<file path="config.mk">
export PLATFORM = sky130hd
export DESIGN_NAME = us_echo_rx_flat
export DESIGN_NICKNAME = d
export VERILOG_FILES = /design/src/rtl/us_echo_rx_if.sv /design/src/rtl/us_echo_rx.sv /design/src/flat_wrapper.sv
export SDC_FILE = /design/constraint.sdc
export NUM_CORES = 1
export LEC_CHECK = 0
export BUFFER_PORTS_ARGS = -buffer_cell sky130_fd_sc_hd__buf_2
export CAP_MARGIN = 0
export CELL_PAD_IN_SITES_DETAIL_PLACEMENT = 1
export CELL_PAD_IN_SITES_GLOBAL_PLACEMENT = 1
export CORE_MARGIN = 10
export CORE_UTILIZATION = 45
export DETAILED_ROUTE_END_ITERATION = 12
export HOLD_SLACK_MARGIN = 0.1
export PLACE_DENSITY = 0.82
export REMOVE_ABC_BUFFERS = 1
export SYNTH_ARGS = -nofsm -noshare
export SYNTH_HDL_FRONTEND = slang
export SYNTH_SLANG_ARGS = --single-unit
</file>
<file path="constraint.sdc">
create_clock -name clk -period 3.1 [get_ports clk]
set_input_delay 0.155 -clock clk [delete_from_list [all_inputs] [get_ports clk]]
set_output_delay 0.155 -clock clk [all_outputs]
set_load 0.01 [all_outputs]
</file>
<file path="src/rtl/us_echo_rx_if.sv">
// us_echo_rx_if: signal bundle between the ultrasonic echo receiver and its user.
//   start       : one-cycle pulse, transmit burst begins this cycle
//   rx_in       : asynchronous comparator output of the receive transducer
//   busy        : measurement in progress (blanking or listening)
//   valid       : one-cycle pulse, echo accepted and tof updated
//   timeout     : one-cycle pulse, listen window expired without acceptance
//   tof         : time of flight in clk cycles, held until the next valid
//   last_period : most recent carrier period measured while listening
// master drives start/rx_in; slave (the receiver) drives the results.
interface us_echo_rx_if;
  logic        start;
  logic        rx_in;
  logic        busy;
  logic        valid;
  logic        timeout;
  logic [23:0] tof;
  logic [15:0] last_period;

  modport master (output start, rx_in, input busy, valid, timeout, tof, last_period);
  modport slave  (input start, rx_in, output busy, valid, timeout, tof, last_period);
endinterface

</file>
<file path="src/rtl/us_echo_rx.sv">
// us_echo_rx: ultrasonic echo receiver. Synchronizes the comparator output,
// detects rising edges, and accepts an echo once MIN_CYCLES consecutive
// carrier periods fall inside [PERIOD_MIN, PERIOD_MAX]. Reports time of flight
// from start to the first edge of the accepted run.
// Ports:
//   clk  : system clock
//   rst  : synchronous, active-high reset
//   bus  : us_echo_rx_if.slave (start, rx_in in; busy, valid, timeout, tof,
//          last_period out)
// Build option: define US_RX_GLITCH_FILTER_EN to insert a registered 3-sample
// majority filter ahead of edge detection (rejects 1-cycle pulses, +2 cycles
// of latency).
module us_echo_rx #(
  parameter int PERIOD_MIN  = 640,
  parameter int PERIOD_MAX  = 712,
  parameter int MIN_CYCLES  = 8,
  parameter int BLANK_CYC   = 2700,
  parameter int TIMEOUT_CYC = 1000000
) (
  input  logic        clk,
  input  logic        rst,
  us_echo_rx_if.slave bus
);
  localparam logic [15:0] P_MIN     = 16'(PERIOD_MIN);
  localparam logic [15:0] P_MAX     = 16'(PERIOD_MAX);
  localparam logic [7:0]  RUN_LAST  = 8'(MIN_CYCLES - 1);
  localparam logic [23:0] BLANK_END = 24'(BLANK_CYC - 1);
  localparam logic [23:0] TMO_END   = 24'(TIMEOUT_CYC - 1);

  typedef enum logic [1:0] {IDLE, BLANK, LISTEN} state_t;

  state_t      state_q, state_d;
  logic        sync1_q, sync1_d, sync2_q, sync2_d, prev_q, prev_d;
  logic        samp, rx_rise, in_band, accept;
  logic [23:0] elapsed_q, elapsed_d, cand_q, cand_d, tof_q, tof_d;
  logic [15:0] pcnt_q, pcnt_d, last_period_q, last_period_d;
  logic [7:0]  run_q, run_d;
  logic        seen_q, seen_d;
  logic        busy_q, busy_d, valid_q, valid_d, timeout_q, timeout_d;

`ifdef US_RX_GLITCH_FILTER_EN
  // Majority of the current and two previous synchronized samples.
  logic h1_q, h1_d, h2_q, h2_d, filt_q, filt_d;
  always_comb begin
    h1_d   = sync2_q;
    h2_d   = h1_q;
    filt_d = (sync2_q & h1_q) | (sync2_q & h2_q) | (h1_q & h2_q);
  end
  always_ff @(posedge clk) begin
    if (rst) begin
      h1_q   <= 1'b0;
      h2_q   <= 1'b0;
      filt_q <= 1'b0;
    end else begin
      h1_q   <= h1_d;
      h2_q   <= h2_d;
      filt_q <= filt_d;
    end
  end
  assign samp = filt_q;
`else
  assign samp = sync2_q;
`endif

  assign rx_rise = samp & ~prev_q;
  assign in_band = (pcnt_q >= P_MIN) && (pcnt_q <= P_MAX);

  always_comb begin
    sync1_d       = bus.rx_in;
    sync2_d       = sync1_q;
    prev_d        = samp;
    state_d       = state_q;
    elapsed_d     = elapsed_q;
    cand_d        = cand_q;
    run_d         = run_q;
    seen_d        = seen_q;
    tof_d         = tof_q;
    last_period_d = last_period_q;
    valid_d       = 1'b0;
    timeout_d     = 1'b0;
    accept        = 1'b0;
    pcnt_d        = (pcnt_q == 16'hFFFF) ? pcnt_q : pcnt_q + 16'd1;

    if (state_q != IDLE && elapsed_q != 24'hFFFFFF)
      elapsed_d = elapsed_q + 24'd1;

    case (state_q)
      BLANK: if (elapsed_q == BLANK_END) state_d = LISTEN;
      LISTEN: begin
        if (rx_rise) begin
          pcnt_d = 16'd1;
          if (!seen_q) begin
            // First edge only anchors the candidate; no period yet.
            seen_d = 1'b1;
            cand_d = elapsed_q;
            run_d  = 8'd0;
          end else begin
            last_period_d = pcnt_q;
            if (in_band) begin
              run_d  = run_q + 8'd1;
              accept = (run_q == RUN_LAST);
            end else begin
              run_d  = 8'd0;
              cand_d = elapsed_q;
            end
          end
        end
        // Acceptance takes priority over an expiring window on the same cycle.
        if (accept) begin
          valid_d = 1'b1;
          tof_d   = cand_q;
          state_d = IDLE;
        end else if (elapsed_q == TMO_END) begin
          timeout_d = 1'b1;
          state_d   = IDLE;
        end
      end
      default: ;
    endcase

    // A new start always wins the state, but any pulse for the old
    // measurement computed above still goes out.
    if (bus.start) begin
      state_d   = BLANK;
      elapsed_d = 24'd0;
      cand_d    = 24'd0;
      run_d     = 8'd0;
      pcnt_d    = 16'd0;
      seen_d    = 1'b0;
    end

    busy_d = (state_d != IDLE);
  end

  always_ff @(posedge clk) begin
    if (rst) begin
      state_q       <= IDLE;
      sync1_q       <= 1'b0;
      sync2_q       <= 1'b0;
      prev_q        <= 1'b0;
      elapsed_q     <= 24'd0;
      cand_q        <= 24'd0;
      tof_q         <= 24'd0;
      pcnt_q        <= 16'd0;
      last_period_q <= 16'd0;
      run_q         <= 8'd0;
      seen_q        <= 1'b0;
      busy_q        <= 1'b0;
      valid_q       <= 1'b0;
      timeout_q     <= 1'b0;
    end else begin
      state_q       <= state_d;
      sync1_q       <= sync1_d;
      sync2_q       <= sync2_d;
      prev_q        <= prev_d;
      elapsed_q     <= elapsed_d;
      cand_q        <= cand_d;
      tof_q         <= tof_d;
      pcnt_q        <= pcnt_d;
      last_period_q <= last_period_d;
      run_q         <= run_d;
      seen_q        <= seen_d;
      busy_q        <= busy_d;
      valid_q       <= valid_d;
      timeout_q     <= timeout_d;
    end
  end

  assign bus.busy        = busy_q;
  assign bus.valid       = valid_q;
  assign bus.timeout     = timeout_q;
  assign bus.tof         = tof_q;
  assign bus.last_period = last_period_q;
endmodule

</file>
<file path="src/flat_wrapper.sv">
// flat-port wrapper written by rule: the top's interface ports become plain ports
module us_echo_rx_flat 
#(
  parameter int PERIOD_MIN  = 640,
  parameter int PERIOD_MAX  = 712,
  parameter int MIN_CYCLES  = 8,
  parameter int BLANK_CYC   = 2700,
  parameter int TIMEOUT_CYC = 1000000
)
  (clk, rst, bus_start, bus_rx_in, bus_busy, bus_valid, bus_timeout, bus_tof, bus_last_period);
  us_echo_rx_if bus_i ();
  input  logic clk;
  input  logic rst;
  input wire logic [$bits(bus_i.start)-1:0] bus_start;
  input wire logic [$bits(bus_i.rx_in)-1:0] bus_rx_in;
  output wire logic [$bits(bus_i.busy)-1:0] bus_busy;
  output wire logic [$bits(bus_i.valid)-1:0] bus_valid;
  output wire logic [$bits(bus_i.timeout)-1:0] bus_timeout;
  output wire logic [$bits(bus_i.tof)-1:0] bus_tof;
  output wire logic [$bits(bus_i.last_period)-1:0] bus_last_period;
  assign bus_i.start = bus_start;
  assign bus_i.rx_in = bus_rx_in;
  assign bus_busy = bus_i.busy;
  assign bus_valid = bus_i.valid;
  assign bus_timeout = bus_i.timeout;
  assign bus_tof = bus_i.tof;
  assign bus_last_period = bus_i.last_period;
  us_echo_rx #(.PERIOD_MIN(PERIOD_MIN), .PERIOD_MAX(PERIOD_MAX), .MIN_CYCLES(MIN_CYCLES), .BLANK_CYC(BLANK_CYC), .TIMEOUT_CYC(TIMEOUT_CYC)) u_core (.clk(clk), .rst(rst), .bus(bus_i));
endmodule
</file>
==> metrics <==
Critical Path Start=u_core.run_q[0]; # Max-Cap Violations=0; post-cts resize count=0; WS Path Type=reg2reg; Worst-path clk slew=60 ps; Post-synth EDFFs=0; FFs w/ async S/R, synth=0%; commonest non-fill, non-tap cells in the layout=121 x dfxtp_1, 97 x nor2_1, 57 x nand2_1, 49 x mux2i_1, 46 x buf_2; Via Count=4323; register area share after synthesis=46.7%; main flop type after synthesis=dfxtp_1; die span in x=127 microns; Core ar.=0.0114 sq mm; CP required=3380 ps; clock sink count=121; internal power=2.70 mW; placement row count=39; Syn Area/Cell=9.02 sq um; logic gate share of total power=2.0%; Max Freq=422 MHz; Post-CTS Setup Bufs=0; Final Hold Vio Count=0; initial core utilization=45.6%; initial antenna violation count=0; I/O Pins=47; Clock Latency Late Sink=410 ps; total power=3.45 mW; YS warnings=0; min cycle time layout=2370 ps; final non-filler cell total=775; worst slew margin relative to its limit=49.2%; pre-CTS setup slack=767 ps; Yosys reg bits=121; Final setup viols=0; DR vias/cell=5.58; status=completed; Placed Instances=741; total grt overflow=0; Final nets=630; Flop pwr share=45.4%; Final Cycle Share=76.4%; commonest non-fill, non-tap cell in the layout=dfxtp_1; LEAKAGE=2.33 nW; vias in the first global route=4597; Routed WL=13600 microns; number of diodes=0; post-route setup slack=731 ps; worst hold path class=in2reg; die area=0.0162 sq mm; Setup Total Neg Slack=0 ps; HP Start=rst; # DRC=0; CTS tree=yes; worst vdd ir=0.346 mV; DR pass1 iterations=4; clk_skew=8.85 ps; gr usage total=17.2%; Root Buffer=clkbuf_16; Cells after Synth=575; hold path depth=3; # port buffers=46; clk buf depth=2; Area Growth Syn to Fin=17.1%; hold_buf cts=2; startpoint type of the worst setup path=flop; Power Dens Cells=569 mW/mm^2; layout cells sized above 1=14.6%; R2R depth=7; crit-path max FO=24; Worst Max-Slew Pin Slew=762 ps; WL/cell=17.6 microns; routability congestion estimate=0.825; RSZ-0062 raised after global routing=false; htree depth=4; WHS=240 ps; Slew Viols, Final=0; chip height=127 microns; count of unique library cells instantiated by Yosys=47; largest net degree at the start of global routing=39; worst endpoint data arrival time=2650 ps; Reg-to-Reg Start=u_core.run_q[0]; ANT nets after route=0; Sw Pwr=0.754 mW; first-pass GRT wire length=22800 microns; HPWL after DPL=8990 microns; Worst Setup End Kind=flop; drt initial violations=236; Switching Fraction=21.8%; synthesized area=0.00518 sq mm; CTS Buf Count=17; Clk pwr share=52.6%
## layer usage
metal / part of all wire [%] / vias up / GRT usage (%)
met5: 0 / - / 0
met4: 1.7 / 0 / 6.16
met3: 4.0 / 23 / 5.38
met2: 52 / 86 / 30.7
met1: 42 / 2131 / 18.6
li1: - / 2083 / -
## registers in the layout, summed over array words and instances, names as in the netlist, 2 cells and up
signal / count
u_core.bus.last_period: 16
u_core.bus.tof: 24
u_core.cand_q: 24
u_core.elapsed_q: 24
u_core.pcnt_q: 16
u_core.run_q: 8
u_core.state_q: 2
## path summary, 6_finish.rpt
path | end | slack (ps)
setup / recovery | u_core.bus.tof[11] | 730
hold reg to reg | u_core.bus.last_period[4] | 450
setup reg to reg | u_core.bus.tof[11] | 730
hold / removal | u_core.bus.tof[1] | 240
## synthesized netlist by cell type (all sizes together) (2+ instances only)
cell type  number  area share [%]
a2111oi         2            0.34
a211oi          9             1.3
a21o            2            0.29
a21oi          29             2.8
a311oi          2            0.34
a31o            2            0.34
a31oi           5            0.60
and2            4            0.48
and3            9             1.1
and4            6             1.0
buf             5             1.1
clkbuf         26             1.9
dfxtp         121              47
ha              7             1.7
inv            11            0.80
mux2i          49             9.5
nand2          58             4.2
nand2b          2            0.24
nand3          14             1.4
nand4          13             1.6
nand4b          3            0.51
nor2           97             7.0
nor2b           8            0.97
nor3           12             1.3
nor3b           2            0.29
nor4            7             1.1
nor4b           6             1.0
nor4bb          2            0.39
o2111ai         2            0.34
o211ai          3            0.43
o21ai           8            0.77
or3             4            0.48
or4             3            0.51
xnor2          24             4.1
xor2           11             1.9
## layout make-up
class / count / area, sq um
Timing Repair Buffer: 56 / 310
Fill cell: 1344 / 5300
Clock buffer: 20 / 447
Clock inverter: 12 / 103
Multi-Input combinational cell: 412 / 2570
Inverter: 11 / 41.3
Tap cell: 143 / 179
Sequential cell: 121 / 2420
## power groups by stage
stage	sequential, mW	combinational (mW)	clock, mW
after global placement	1.60	0.0638	0
final	1.57	0.0682	1.82
after CTS	1.57	0.0695	1.85
after floorplan	1.60	0.0332	0
after global routing	1.57	0.0767	1.92
after detailed placement	1.60	0.0661	0
## worst max-delay path, cell delays in order, from the launching register on
cell and delay, ps:
dfxtp_1 370, ha_1 280, nor4bb_1 420, nand4_1 220, nor4_4 170, buf_4 450
mux2i_1 250, nor2_1 60
## cells by family (layout without fill, tap and decap cells)
kind of cell	count (synthesis)	after routing	synth area share, %
simple gates	252	252	23.8
flops	121	121	46.7
buf+inv	42	99	3.76
fa+ha+maj	7	7	1.69
compound gates	69	69	8.61
mux	49	49	9.46
xor+xnor	35	35	5.91
## stage by stage
step	cell area (sq um)	util [%]
global placement	5500	48.4
CTS	6070	53.4
finish	6070	53.4
detailed placement	5500	48.4
global route	6070	53.4
floorplan	5030	-
No activity file was read; power rests on OpenSTA's default activity.
